`src/rtl/clock_gen_pkg.sv`:
```
// Shared constants and helpers for the clock divider.
// The ratio helpers operate on the widest legal ratio field.
// Callers cast their DIV_W-wide values in and out.
package clock_gen_pkg;

  localparam int DIV_MIN   = 2;
  localparam int DIV_MAX_W = 16;

  // Ratios below DIV_MIN cannot form a high and a low phase, so they are raised to DIV_MIN.
  function automatic logic [DIV_MAX_W-1:0] clamp_div(input logic [DIV_MAX_W-1:0] r);
    return (r < DIV_MAX_W'(DIV_MIN)) ? DIV_MAX_W'(DIV_MIN) : r;
  endfunction

  // Number of high cycles per period; at least 1 for any clamped ratio.
  function automatic logic [DIV_MAX_W-1:0] half_point(input logic [DIV_MAX_W-1:0] r);
    return r >> 1;
  endfunction

endpackage

```
`src/rtl/clock_gen_if.sv`:
```
// Control and output bundle of the clock divider.
// The master side drives enables, resync and ratios.
// The slave side (the divider) returns the divided clocks and phase pulses.
// There is no handshake. Every signal is a level that is sampled or updated on each rising clock edge.
interface clock_gen_if #(
  parameter int CHANNELS = 4,
  parameter int DIV_W    = 4
);

  logic [CHANNELS-1:0]       EN;
  logic                      RESYNC;
  logic [CHANNELS*DIV_W-1:0] DIV;
  logic [CHANNELS-1:0]       CLK_OUT;
  logic [CHANNELS-1:0]       CLK_OUTB;
  logic [CHANNELS-1:0]       CEN_P;
  logic [CHANNELS-1:0]       CEN_N;

  modport master (
    output EN, RESYNC, DIV,
    input  CLK_OUT, CLK_OUTB, CEN_P, CEN_N
  );

  modport slave (
    input  EN, RESYNC, DIV,
    output CLK_OUT, CLK_OUTB, CEN_P, CEN_N
  );

endinterface

```
`src/rtl/clock_gen_chan.sv`:
```
// One divider channel.
// cnt runs 0..r-1 and the output is high while cnt < r/2.
// A new ratio is picked up only when cnt wraps, so the period in progress always completes.
// Outputs are registered from the post-edge cnt and r.
module clock_gen_chan
  import clock_gen_pkg::*;
#(
  parameter int DIV_W = 4
) (
  input  logic             clk,
  input  logic             rst_n,
  input  logic             en,
  input  logic             resync,
  input  logic [DIV_W-1:0] div,
  output logic             clk_out,
  output logic             cen_p,
  output logic             cen_n
);

  logic [DIV_W-1:0] cnt;
  logic [DIV_W-1:0] r;
  logic [DIV_W-1:0] cnt_next;
  logic [DIV_W-1:0] r_next;
  logic [DIV_W-1:0] h_next;
  logic [DIV_W-1:0] r_load;
  logic             out_next;
  logic             p_next;
  logic             n_next;

  assign r_load = DIV_W'(clamp_div(DIV_MAX_W'(div)));

  // Next counter, ratio and output levels: resync first, then normal counting, otherwise hold.
  always_comb begin
    cnt_next = cnt;
    r_next   = r;
    h_next   = '0;
    out_next = clk_out;
    p_next   = 1'b0;
    n_next   = 1'b0;
    if (resync) begin
      r_next = r_load;
      if (en) begin
        cnt_next = '0;
        out_next = 1'b1;
        p_next   = 1'b1;
      end else begin
        // Park one step before wrap so the first enabled edge lands on phase 0.
        cnt_next = r_load - DIV_W'(1);
        out_next = 1'b0;
      end
    end else if (en) begin
      if (cnt == r - DIV_W'(1)) begin
        cnt_next = '0;
        r_next   = r_load;
      end else begin
        cnt_next = cnt + DIV_W'(1);
      end
      h_next   = DIV_W'(half_point(DIV_MAX_W'(r_next)));
      out_next = (cnt_next < h_next);
      p_next   = (cnt_next == '0);
      n_next   = (cnt_next == h_next);
    end
  end

  // State and registered outputs. Reset parks at cnt=1 with r=2, so the first enabled edge wraps.
  always_ff @(posedge clk or negedge rst_n) begin
    if (!rst_n) begin
      cnt     <= DIV_W'(1);
      r       <= DIV_W'(DIV_MIN);
      clk_out <= 1'b0;
      cen_p   <= 1'b0;
      cen_n   <= 1'b0;
    end else begin
      cnt     <= cnt_next;
      r       <= r_next;
      clk_out <= out_next;
      cen_p   <= p_next;
      cen_n   <= n_next;
    end
  end

endmodule

```
`src/rtl/clock_gen.sv`:
```
// Multi-channel clock divider.
// Every channel is an independent divider clocked from CLK_24M; the only shared control is RESYNC.
// CLK_OUTB is the combinational complement of the registered clock levels.
module clock_gen #(
  parameter int CHANNELS = 4,
  parameter int DIV_W    = 4
) (
  input  logic       CLK_24M,
  input  logic       nRESETP,
  clock_gen_if.slave bus
);

  // One divider per channel, each taking its own ratio slice.
  for (genvar i = 0; i < CHANNELS; i++) begin : g_chan
    clock_gen_chan #(
      .DIV_W (DIV_W)
    ) u_chan (
      .clk     (CLK_24M),
      .rst_n   (nRESETP),
      .en      (bus.EN[i]),
      .resync  (bus.RESYNC),
      .div     (bus.DIV[i*DIV_W +: DIV_W]),
      .clk_out (bus.CLK_OUT[i]),
      .cen_p   (bus.CEN_P[i]),
      .cen_n   (bus.CEN_N[i])
    );
  end

  assign bus.CLK_OUTB = ~bus.CLK_OUT;

endmodule

```
`src/flat_wrapper.sv`:
```
// flat-port wrapper written by rule: the top's interface ports become plain ports
module clock_gen_flat 
#(
  parameter int CHANNELS = 4,
  parameter int DIV_W    = 4
)
  (CLK_24M, nRESETP, bus_EN, bus_RESYNC, bus_DIV, bus_CLK_OUT, bus_CLK_OUTB, bus_CEN_P, bus_CEN_N);
  clock_gen_if #(.CHANNELS(CHANNELS), .DIV_W(DIV_W)) bus_i ();
  input  logic CLK_24M;
  input  logic nRESETP;
  input wire logic [$bits(bus_i.EN)-1:0] bus_EN;
  input wire logic [$bits(bus_i.RESYNC)-1:0] bus_RESYNC;
  input wire logic [$bits(bus_i.DIV)-1:0] bus_DIV;
  output wire logic [$bits(bus_i.CLK_OUT)-1:0] bus_CLK_OUT;
  output wire logic [$bits(bus_i.CLK_OUTB)-1:0] bus_CLK_OUTB;
  output wire logic [$bits(bus_i.CEN_P)-1:0] bus_CEN_P;
  output wire logic [$bits(bus_i.CEN_N)-1:0] bus_CEN_N;
  assign bus_i.EN = bus_EN;
  assign bus_i.RESYNC = bus_RESYNC;
  assign bus_i.DIV = bus_DIV;
  assign bus_CLK_OUT = bus_i.CLK_OUT;
  assign bus_CLK_OUTB = bus_i.CLK_OUTB;
  assign bus_CEN_P = bus_i.CEN_P;
  assign bus_CEN_N = bus_i.CEN_N;
  clock_gen #(.CHANNELS(CHANNELS), .DIV_W(DIV_W)) u_core (.CLK_24M(CLK_24M), .nRESETP(nRESETP), .bus(bus_i));
endmodule
```
`config.mk`:
```
export PLATFORM = sky130hd
export DESIGN_NAME = clock_gen_flat
export DESIGN_NICKNAME = d
export VERILOG_FILES = /design/src/rtl/clock_gen_pkg.sv /design/src/rtl/clock_gen_if.sv /design/src/rtl/clock_gen_chan.sv /design/src/rtl/clock_gen.sv /design/src/flat_wrapper.sv
export SDC_FILE = /design/constraint.sdc
export NUM_CORES = 1
export LEC_CHECK = 0
export ABC_AREA = 1
export BUFFER_PORTS_ARGS = -buffer_cell sky130_fd_sc_hd__buf_2
export CAP_MARGIN = 20
export CORE_UTILIZATION = 40
export DETAILED_ROUTE_END_ITERATION = 10
export PLACE_DENSITY = 0.69
export SYNTH_ARGS = -nofsm -noshare
export SYNTH_HDL_FRONTEND = slang
export SYNTH_SLANG_ARGS = --single-unit
export TNS_END_PERCENT = 10
```
`constraint.sdc`:
```
create_clock -name CLK_24M -period 5.18 [get_ports CLK_24M]
set_input_delay 0.777 -clock CLK_24M [delete_from_list [all_inputs] [get_ports CLK_24M]]
set_output_delay 0.777 -clock CLK_24M [all_outputs]
set_load 0.01 [all_outputs]
```
# Word-level counts from Yosys, hierarchy flattened
# Cells that the tools add are included.
# totals
register_bits	44
input_bits	23
output_inout_bits	16
# op_classes
addsub	12
n_lt_le_gt_ge	8
n_eq_ne	8
n_mux	76
n_bitwise	1
reduce_logical	16
# op_table
cell	count
$mux 4	48
$sub 4x1->4 const B	8
$mux 1	28
$add 4x1->4 const B	4
$eq 4x3->1	4
$eq 4x4->1	4
$logic_not 4->1	4
$lt 4x2->1 const B	4
$lt 4x3->1	4
$reduce_bool 2->1	8
$reduce_and 2->1	4
$not 4->4	1

# Longest topological paths before layout
# Gate-level depths: netlist (run 1).
# depth
depth_word	8
depth_mapped	20
depth_no_buf	19

# By module
# Synthesis (run 1) repeated with hierarchy kept, for this count alone.
# hier_totals
cells_unflattened	471
area_unflattened_um2	3419.5
# by_module_without_submodules
mod	n_inst	cells_each	area_each_um2	seq_area_each_um2
clock_gen_chan at u_core.g_chan[0].u_chan ...	3	116	855.8	277.8
clock_gen_chan at u_core.g_chan[3].u_chan	1	119	837.1	277.8
clock_gen	1	4	15.0	0.0

# Least setup slack after synthesis (run 1)
# Ideal clock, no wire load.
# synth_path
path_kind	register to register
start	reg u_core.g_chan[1].u_chan.r[1]
end	reg u_core.g_chan[1].u_chan.clk_out
setup_time_ns	0.076
arrival_ns	2.217
required_time_ns	5.104
path_slack_ns	2.887
stages_incl_launch_ff	16
path_buffers	1
synth_period_minus_slack_ns	2.293
cell_sequence	dfstp_2 > inv_1 > ha_1 > xor2_1 > nand2_1 > nor2_1 > nand2_2 > buf_6 > nand2_1 > inv_1 > ha_1 > a21oi_1 > nor2_1 > o21ai_0 > nand3_1 > o21ai_1
# synth_between
elab_chain_len	8
# synth_lines
element	line	source
start: declaration	clock_gen_chan.sv:21	logic [DIV_W-1:0] r;
start signal: assignment	clock_gen_chan.sv:69	r <= DIV_W'(DIV_MIN);
start signal: assignment	clock_gen_chan.sv:75	r <= r_next;
$sub 4x1->4	clock_gen_chan.sv:52	if (cnt == r - DIV_W'(1)) begin
$eq 4x4->1	clock_gen_chan.sv:52	
$mux 4	clock_gen_chan.sv:52	
$mux 4	clock_gen_chan.sv:51	end else if (en) begin
$mux 4	clock_gen_chan.sv:40	if (resync) begin
$lt 4x3->1 *	clock_gen_chan.sv:59	out_next = (cnt_next < h_next);
$mux 1 *	clock_gen_chan.sv:51	
$mux 1 *	clock_gen_chan.sv:40	
end signal: assignment	clock_gen_chan.sv:76	clk_out <= out_next;
end: declaration	clock_gen_chan.sv:15	output logic clk_out,
# Mark *: on every way between the ends. The rest lies on a longest branch, timed or not. The select of a mux whose other input is x is not followed.
# A chain may end at the register's enable or synchronous reset.

# Worst setup path in the final report (run 1)
# layout_path
start	reg u_core.g_chan[3].u_chan.r[1]
end	reg u_core.g_chan[3].u_chan.clk_out
# layout_between
elab_chain_len	8
# layout_lines
element	line
start: declaration	clock_gen_chan.sv:21
start signal: assignment	clock_gen_chan.sv:69
start signal: assignment	clock_gen_chan.sv:75
$sub 4x1->4	clock_gen_chan.sv:52
$eq 4x4->1	clock_gen_chan.sv:52
$mux 4	clock_gen_chan.sv:52
$mux 4	clock_gen_chan.sv:51
$mux 4	clock_gen_chan.sv:40
$lt 4x3->1 *	clock_gen_chan.sv:59
$mux 1 *	clock_gen_chan.sv:51
$mux 1 *	clock_gen_chan.sv:40
end signal: assignment	clock_gen_chan.sv:76
end: declaration	clock_gen_chan.sv:15
# Marks and branches as above.

==> reports/metrics.cfg, run 1 <==
[critical_path]
arrival_ns=2.74
setup.worst_path.end=u_core.g_chan[3].u_chan.clk_out$_DFFE_PN0P_
worstPathMaxFanout=11
end_kind=register
critical-path-slowest-cell=dfstp_2
cp.required_ns=5.43
timing.rr.start=u_core.g_chan[3].u_chan.r[1]$_DFFE_PN1P_
reg2reg_slack_ns=2.69
r2r_end=u_core.g_chan[3].u_chan.clk_out$_DFFE_PN0P_
max_stage_delay_ns=0.54
critPathKind=reg2reg
reg2reg_depth=13
path_cells=inv_1 > ha_1 > xor2_1 > nand2_1 > nor2_2 > nand2_2 > o21ai_2 > ha_1 > a21oi_1 > o21bai_1 > a21oi_1 > nand2_1 > inv_1
critPathLaunchType=register
crit_path_start=u_core.g_chan[3].u_chan.r[1]$_DFFE_PN1P_

[placement]
gp_congestion=0.927
dp_cells=583
pre_cts_slack_ns=2.73
io_buffers=38
dp_hpwl_mm=5.59

[outcome]
status=completed

[clocking]
h-tree-depth=2
cts_resized=0
hold_buffers=0
clock_latency_ns=0.30
clock-sinks=44
post-cts-setup-buffers=0
clkTransAtPathRegs_ns=0.09
cts_buffers=5
cts_tree=built
cts_buffer_depth=2
clock-root-buffer=clkbuf_8

[power_and_ir_drop]
p_switching_uw=564
power.internal_uw=808
power_density_mw_per_mm2=370
p_clk_frac=0.197
pwr-share-comb=0.452
ir_drop_mv=0.122
p_seq_frac=0.351
leakage_uw=0.00202
switching_share=0.411

[route]
drt_iter0_drc=125
num_vias=3001
drc_errors=0
drt-pass1-iter-count=4
vias_per_cell=5.07
wl_per_cell_um=12.3
wl_mm=7.28
ant_nets=0

[sta]
max_freq_ghz=0.401
tns_ns=0
finalCritPeriodShare=0.481
grt_setup_unrepaired=false
skew_ns=0.00851
worst_slack_ns=2.69
final_max_slew_viol_count=0
setup_violations=0
post-route-min-period_ns=2.49
worst_pin_slew_ns=0.538
hold_viol=0
holdWs_ns=0.399
slew_headroom=0.638

[cells_and_area]
multiInputGateArea_mm2=0.00182
instances_no_fill=592
area_growth_pct=8.98
antennaDiodeCount=0
fillers=820
nets=533
layout-drive-gt1-share=0.189
utilization=0.451
regArea_mm2=0.00111

[global_route]
grt_pass1_wl_mm=12.6
grt_max_degree=45
grt_pass1_vias=2882
overflow=0
antenna_found_initial=0
grtUsageTotal=0.180

[yosys]
synth.distinct_cells=35
syn_area_per_cell_um2=7.40
synth_cells=459
synth-seq-cells=44
synth_nets=506
ys_seq_area_frac=0.327
ys_warn_count=0
syn_area_mm2=0.00340

[floorplan]
rows=33
die_x_um=94.2
ios=39
core_area_mm2=0.00822
die_y_um=94.2
initial_core_util=0.414
die_area_mm2=0.00887

[job]
drv_cap=0

[worst_hold_path]
hp-class=in2async

-- stage by stage --
| stage | cell area (um^2) | total power [uW] |
|---|---|---|
| floorplan | 3400 | 989 |
| global placement | 3570 | 1090 |
| detailed placement | 3570 | 1110 |
| CTS | 3680 | 1380 |
| global route | 3700 | 1510 |
| finish | 3700 | 1370 |
-- area by class of cell --
class	count	share of cell area
multi-input cells	312	0.493
clock buffers	5	0.0186
inverters	84	0.0851
well taps	105	0.0355
repair buffers	39	0.0568
flip-flops and latches	44	0.300
clock inverters	3	0.0115
-- cells by family (layout without fill, tap and decap cells) --
group           Yosys count  count (layout)  synth area share
compound gates           87              87             0.168
xor+xnor                 22              22            0.0567
fa+ha+maj                24              24            0.0884
buf+inv                 103             131             0.136
flops                    44              44             0.327
simple gates            179             179             0.224
-- synth_stat cells --
library cell | instances | area share
a21oi_1 | 17 | 0.025
nand2_1 | 96 | 0.11
buf_6 | 4 | 0.013
xor2_1 | 16 | 0.041
a211oi_2 | 1 | 0.0037
a22oi_1 | 8 | 0.018
xnor2_1 | 6 | 0.015
nor2_1 | 36 | 0.040
nor3_1 | 4 | 0.0059
o21ai_0 | 11 | 0.016
o21bai_1 | 2 | 0.0044
o31ai_1 | 6 | 0.013
or2_2 | 1 | 0.0018
inv_1 | 75 | 0.083
a21boi_0 | 1 | 0.0022
inv_2 | 9 | 0.0099
buf_4 | 12 | 0.027
o311ai_0 | 1 | 0.0026
nand3b_1 | 1 | 0.0022
a31oi_1 | 1 | 0.0018
nand4_1 | 3 | 0.0055
buf_1 | 2 | 0.0022
ha_1 | 24 | 0.088
o211ai_2 | 5 | 0.018
nand3_1 | 25 | 0.037
buf_2 | 1 | 0.0015
dfrtp_1 | 36 | 0.27
nand2_2 | 8 | 0.015
dfstp_2 | 8 | 0.062
o21ai_2 | 8 | 0.021
nor2_2 | 3 | 0.0055
o211ai_1 | 3 | 0.0066
o21ai_1 | 22 | 0.032
nand3_2 | 2 | 0.0059
o2bb2ai_1 | 1 | 0.0026
-- state kept, by name, indices dropped and copies added (netlist names) --
register                      flops
u_core.g_chan.u_chan.cen_n        4
u_core.g_chan.u_chan.cen_p        4
u_core.g_chan.u_chan.clk_out      4
u_core.g_chan.u_chan.cnt         16
u_core.g_chan.u_chan.r           16
-- worst min path at each step --
stage,to,slack [ns]
2_1_floorplan,u_core.g_chan[2].u_chan.r[1]$_DFFE_PN1P_,0.47
3_3_place_gp,u_core.g_chan[2].u_chan.r[1]$_DFFE_PN1P_,0.49
3_5_place_dp,u_core.g_chan[2].u_chan.r[1]$_DFFE_PN1P_,0.50
4_1_cts,u_core.g_chan[2].u_chan.r[1]$_DFFE_PN1P_,0.51
5_1_grt,u_core.g_chan[0].u_chan.cnt[1]$_DFFE_PN0P_,0.42
6_report,u_core.g_chan[0].u_chan.cnt[1]$_DFFE_PN0P_,0.40
-- power groups by stage --
stage / Combinational (uW) / Sequential (uW) / Clock, uW
2_1_floorplan: 520 / 469 / 0
3_3_place_gp: 602 / 487 / 0
3_5_place_dp: 619 / 488 / 0
4_1_cts: 622 / 482 / 278
5_1_grt: 725 / 491 / 291
6_report: 620 / 482 / 270
-- critical path, delay by kind of cell (launching register included) --
| kind | cells | cell delay (ns) |
|---|---|---|
| flip-flops | 1 | 0.54 |
| buffers and inverters | 2 | 0.11 |
| XOR/XNOR | 1 | 0.14 |
| AND/OR/NAND/NOR | 4 | 0.50 |
| AO/OA/AOI/OAI | 4 | 0.58 |
| adder cells (fa/ha/maj) | 2 | 0.56 |
-- cells in the final DEF, fill, tap and decap left out, types with 9 or more instances in the layout --
master	Yosys	layout
inv_1	75	75
o21ai_0	11	11
xor2_1	16	16
o21ai_1	22	22
inv_2	9	9
ha_1	24	24
dfrtp_1	36	36
nor2_1	36	36
a21oi_1	17	17
buf_2	1	38
nand3_1	25	25
nand2_1	96	96
-- per-layer routing --
| layer | part of all wire | GRT usage | vias up |
|---|---|---|---|
| li1 | - | - | 1530 |
| met1 | 0.45 | 0.222 | 1385 |
| met2 | 0.48 | 0.318 | 78 |
| met3 | 0.053 | 0.0291 | 8 |
| met4 | 0.012 | 0.0577 | 0 |
| met5 | 0 | 0 | - |
(Power assumes the default switching activity.)
==> run 2: changes to the inputs <==
- clock period: 5.18 -> 2.6 ns (I/O delays scaled with it)
==> run 2 against run 1 <==
  * Global-route usage down 0.059 points
  * Fmax increased by 2.4%
  * Critical path depth rose by 1
  * Worst hold slack lost 0.25 ns
  * Clock power increased by 110%
==> reports/metrics.cfg, run 2 (synthesized netlist as in run 1, its figures left out) <==
[outcome]
status=completed

[critical_path]
cp.required_ns=2.83
worstPathMaxFanout=13
arrival_ns=2.66
reg2reg_depth=14
critPathLaunchType=register
end_kind=register
critPathKind=reg2reg

[route]
wl_per_cell_um=12.5
ant_nets=0
wl_mm=7.40
vias_per_cell=5.03
drt-pass1-iter-count=4
drt_iter0_drc=115
drc_errors=0
num_vias=2985

[global_route]
grtUsageTotal=0.180
busiest_layer=met2
grtUsageMet2=0.320
overflow=0
grt_pass1_vias=2923
grt_max_degree=45
grt_pass1_wl_mm=12.6
antenna_found_initial=0
use_met1=0.218
grtUsageMet3=0.0299

[clocking]
clock-root-buffer=clkbuf_8
cts_buffers=5
clock-sinks=44
cts_tree=built
hold_buffers=0
cts_buffer_depth=2
clock_latency_ns=0.30
h-tree-depth=2
clkTransAtPathRegs_ns=0.09

[floorplan]
die_x_um=94.2
die_area_mm2=0.00887
core_area_mm2=0.00822
initial_core_util=0.414
die_y_um=94.2
rows=33
ios=39

[sta]
slew_headroom=0.622
final_max_slew_viol_count=0
finalCritPeriodShare=0.935
hold_viol=0
max_freq_ghz=0.411
holdWs_ns=0.152
grt_setup_unrepaired=true
skew_ns=0.00802
setup_violations=0
post-route-min-period_ns=2.43
tns_ns=0
worst_pin_slew_ns=0.562

[power_and_ir_drop]
power.internal_uw=1660
pwr-share-comb=0.459
switching_share=0.412
leakage_uw=0.00206
power_density_mw_per_mm2=754
p_switching_uw=1160
p_clk_frac=0.201
power_uw=2830
ir_drop_mv=0.239
p_seq_frac=0.340

[cells_and_area]
layout_common_cells=nand2_1, inv_1, buf_2, dfrtp_1, nor2_1
final_common_cell=nand2_1
area_growth_pct=10.5
top_regs=u_core.g_chan.u_chan.cnt: 16 flops, u_core.g_chan.u_chan.r: 16 flops
layout-drive-gt1-share=0.200
fillers=819
nets=535
final_area_mm2=0.00375
antennaDiodeCount=0

[placement]
io_buffers=38
dp_hpwl_mm=5.56
place_area_mm2=0.00358
gp_congestion=0.930

[worst_hold_path]
hp-class=in2async

[job]
drv_cap=0

-- run 2: path summary, 6_finish.rpt --
path	from	to	slack [ns]
setup / recovery	u_core.g_chan[2].u_chan.r[1]$_DFFE_PN1P_	u_core.g_chan[2].u_chan.clk_out$_DFFE_PN0P_	0.17
hold reg to reg	u_core.g_chan[0].u_chan.r[1]$_DFFE_PN1P_	u_core.g_chan[0].u_chan.r[1]$_DFFE_PN1P_	0.51
max in group asynchronous	nRESETP	u_core.g_chan[2].u_chan.cnt[0]$_DFFE_PN1P_	2.05
hold / removal	nRESETP	u_core.g_chan[0].u_chan.cen_p$_DFF_PN0_	0.15
setup reg to reg	u_core.g_chan[2].u_chan.r[1]$_DFFE_PN1P_	u_core.g_chan[2].u_chan.clk_out$_DFFE_PN0P_	0.17
min in group CLK_24M	bus_EN[1]	u_core.g_chan[1].u_chan.cnt[3]$_DFFE_PN0P_	0.34
-- run 2: metrics by stage --
step	utilization	setup WS, ns	std cells
floorplan	-	0.307	459
global placement	0.436	0.138	584
detailed placement	0.436	0.109	584
CTS	0.450	0.0810	592
global route	0.457	-0.0184	594
finish	0.457	0.168	594
-- run 2: critical path: stages (launching register included) --
cell     delay, ns
dfstp_2       0.57
inv_1         0.05
ha_1          0.27
xor2_1        0.16
nand2_1       0.10
nor2_4        0.14
nand2_4       0.11
nand2_1       0.09
o21ai_2       0.06
ha_1          0.31
a21oi_1       0.15
o21ai_0       0.10
a21oi_1       0.13
nand2_1       0.06
o21ai_1       0.06
-- run 2: layer usage --
layer / part of all wire / wire length [um]
met2: 0.49 / 3590
met5: 0 / 0
met1: 0.45 / 3360
met3: 0.046 / 341
met4: 0.015 / 112
-- run 2: final cells by class --
cell class                      instances  area, um^2  share of cell area
Multi-Input combinational cell        312        1860               0.496
Sequential cell                        44        1110               0.296
Inverter                               84         315              0.0840
Timing Repair Buffer                   41         213              0.0567
Tap cell                              105         131              0.0350
Clock buffer                            6        82.6              0.0220
Clock inverter                          2        38.8              0.0103
-- run 2: timing repair --
item                                   4_1_cts  5_1_grt
endpoints found under the hold margin        0        0
setup buffers                                0        2
resized for setup                            0       10
setup endpoints to repair                    0        4
-- run 2: power groups by stage --
stage | sequential [uW] | clock [uW] | combinational (uW)
after floorplan | 934 | 0 | 1040
after global placement | 969 | 0 | 1200
after detailed placement | 972 | 0 | 1230
after CTS | 962 | 585 | 1240
after global routing | 980 | 617 | 1500
final | 962 | 568 | 1300
==> run 3: changes to the inputs <==
- ABC_AREA: 1 -> not set
==> run 3 against run 2 <==
  * Utilization up 1.7 points
  * Die area down 2.3%
  * Wire length decreased by 4.2%
  * Flip-flop and latch count unchanged
  * Synthesized area fell by 2.3%
  * Clock power fell by 5.8%
  * Worst hold slack improved by 0.23 ns
==> reports/metrics.cfg, run 3 <==
[route]
ant_nets=0
drc_errors=0
wl_per_cell_um=14.9
drt-pass1-iter-count=4
vias_per_cell=5.56
drt_iter0_drc=111
num_vias=2640
wl_mm=7.09

[yosys]
yosys-top-cells-count=dfrtp_1, a21oi_1, ha_1, inv_1
synth-main-ff-cell=dfrtp_1
synth_cells=335
syn_area_mm2=0.00332
synth_top_area_cell=dfrtp_1
synth.distinct_cells=48
synth-edff-count=0
synth.most_common_cell=dfrtp_1
ys_warn_count=0
synth_nets=382
async_flop_share=1.00
synth-seq-cells=44
ys_seq_area_frac=0.335
synth_area_leaders=dfrtp_1, ha_1, dfstp_2
synth_top_area_share=0.271
syn_area_per_cell_um2=9.91

[clocking]
clock-root-buffer=clkbuf_8
h-tree-depth=2
cts_buffer_depth=2
cts_buffers=5
clock-sinks=44
clkTransAtPathRegs_ns=0.09
cts_tree=built
clock_latency_ns=0.30

[critical_path]
timing.rr.start=u_core.g_chan[2].u_chan.r[1]$_DFFE_PN1P_
end_kind=register
critPathLaunchType=register
critPathKind=reg2reg
critical-path-slowest-cell=dfstp_2
arrival_ns=2.70
path_cells=inv_1 > ha_1 > xor3_2 > nor3_4 > and2_4 > mux2i_1 > ha_1 > nor2b_1 > o21ai_0 > nand3b_1 > o21ai_0
cp_top_family=simple AND/OR/NAND/NOR gates
crit_path_start=u_core.g_chan[2].u_chan.r[1]$_DFFE_PN1P_
r2r_end=u_core.g_chan[2].u_chan.clk_out$_DFFE_PN0P_
cp.depth=11
critPathBufInv=1
reg2reg_slack_ns=0.12
worstPathMaxFanout=5
reg2reg_depth=11
cp.required_ns=2.82
max_stage_delay_ns=0.55
setup.worst_path.end=u_core.g_chan[2].u_chan.clk_out$_DFFE_PN0P_

[global_route]
antenna_found_initial=0
overflow=0
grt_pass1_vias=2507
grt_max_degree=34
grtUsageTotal=0.172
grt_pass1_wl_mm=11.8

[outcome]
status=completed

[cells_and_area]
utilization=0.474
final_common_cell=buf_2
layout_common_cells=buf_2, dfrtp_1, a21oi_1, ha_1, inv_1
top_regs=u_core.g_chan.u_chan.cnt: 16 flops, u_core.g_chan.u_chan.r: 16 flops
antennaDiodeCount=0
area_growth_pct=12.7
nets=419
layout-drive-gt1-share=0.263
fillers=721

[sta]
worst_pin_slew_ns=0.749
hold_viol=0
final_max_slew_viol_count=0
skew_ns=0.00935
slew_headroom=0.500
max_freq_ghz=0.404
post-route-min-period_ns=2.48
setup_violations=0
grt_setup_unrepaired=true
finalCritPeriodShare=0.953

[power_and_ir_drop]
leakage_uw=0.00172
power_density_mw_per_mm2=714
power_uw=2670
ir_drop_mv=0.385

[worst_hold_path]
hp-start=bus_RESYNC
hp-class=in2reg

[floorplan]
die_x_um=93.1
ios=39
die_y_um=93.1
die_area_mm2=0.00867
rows=32
core_area_mm2=0.00789
initial_core_util=0.421

[placement]
gp_congestion=0.827
dp_hpwl_mm=5.18
io_buffers=38

[job]
drv_cap=0

-- run 3: worst min-delay path by stage --
stage | end | slack (ns) | depth (start not counted)
2_1_floorplan | u_core.g_chan[0].u_chan.cen_n$_DFF_PN0_ | 0.09 | 0
3_3_place_gp | u_core.g_chan[2].u_chan.r[2]$_DFFE_PN0P_ | 0.30 | 1
3_5_place_dp | u_core.g_chan[2].u_chan.r[2]$_DFFE_PN0P_ | 0.30 | 1
4_1_cts | u_core.g_chan[2].u_chan.r[3]$_DFFE_PN0P_ | 0.38 | 2
5_1_grt | u_core.g_chan[2].u_chan.r[3]$_DFFE_PN0P_ | 0.38 | 2
6_report | u_core.g_chan[2].u_chan.clk_out$_DFFE_PN0P_ | 0.39 | 3
-- run 3: worst min-delay path: stages --
cell and delay [ns]:
buf_2 0.12, a21oi_1 0.07, o21ai_0 0.07
-- run 3: cell families after synthesis --
group	synth area share
simple gates	0.141
flops	0.335
xor+xnor	0.108
mux	0.0829
buf+inv	0.0724
fa+ha+maj	0.0905
compound gates	0.171
-- run 3: repair_timing --
item                       4_1_cts  5_1_grt
setup endpoints to repair        1        4
hold endpoints to repair         9        0
setup buffers                    1        3
gates resized for setup          0       13
pin swaps                        1        4
hold buffers                     1        0
gates cloned                     0        0
-- run 3: layer usage --
layer  global-route usage  wire, um  vias to the layer above
met3               0.0301       309                        7
met1                0.236      3370                     1279
met2                0.281      3350                       76
met5                    0         0                        -
met4               0.0436        57                        0
li1                     -         -                     1278
-- run 3: area by class of cell --
type                            instances  area [um^2]  share of cell area
Sequential cell                        44         1110               0.297
Clock buffer                            7         76.3              0.0204
Multi-Input combinational cell        244         1990               0.532
Timing Repair Buffer                   55          324              0.0867
Tap cell                              102          128              0.0341
Inverter                               22         82.6              0.0221
Clock inverter                          1         30.0             0.00803
-- run 3: per-stage QoR --
step / area, um^2 / cells / setup TNS [ns] / hold WS, ns / setup slack (ns)
finish: 3740 / 475 / 0 / 0.385 / 0.122
global route: 3740 / 475 / -0.00778 / 0.377 / -0.00778
CTS: 3690 / 472 / 0 / 0.376 / 0.0296
detailed placement: 3570 / 462 / -0.0110 / 0.296 / -0.0110
global placement: 3570 / 462 / 0 / 0.302 / 0.00616
floorplan: 3330 / 335 / 0 / 0.0944 / 0.0198
-- run 3: power by group --
group | leakage, uW | switching (uW) | total [uW] | internal [uW]
clock | 0.0000524 | 247 | 535 | 288
sequential | 0.000533 | 112 | 920 | 808
combinational | 0.00113 | 636 | 1210 | 579
total | 0.00172 | 994 | 2670 | 1670
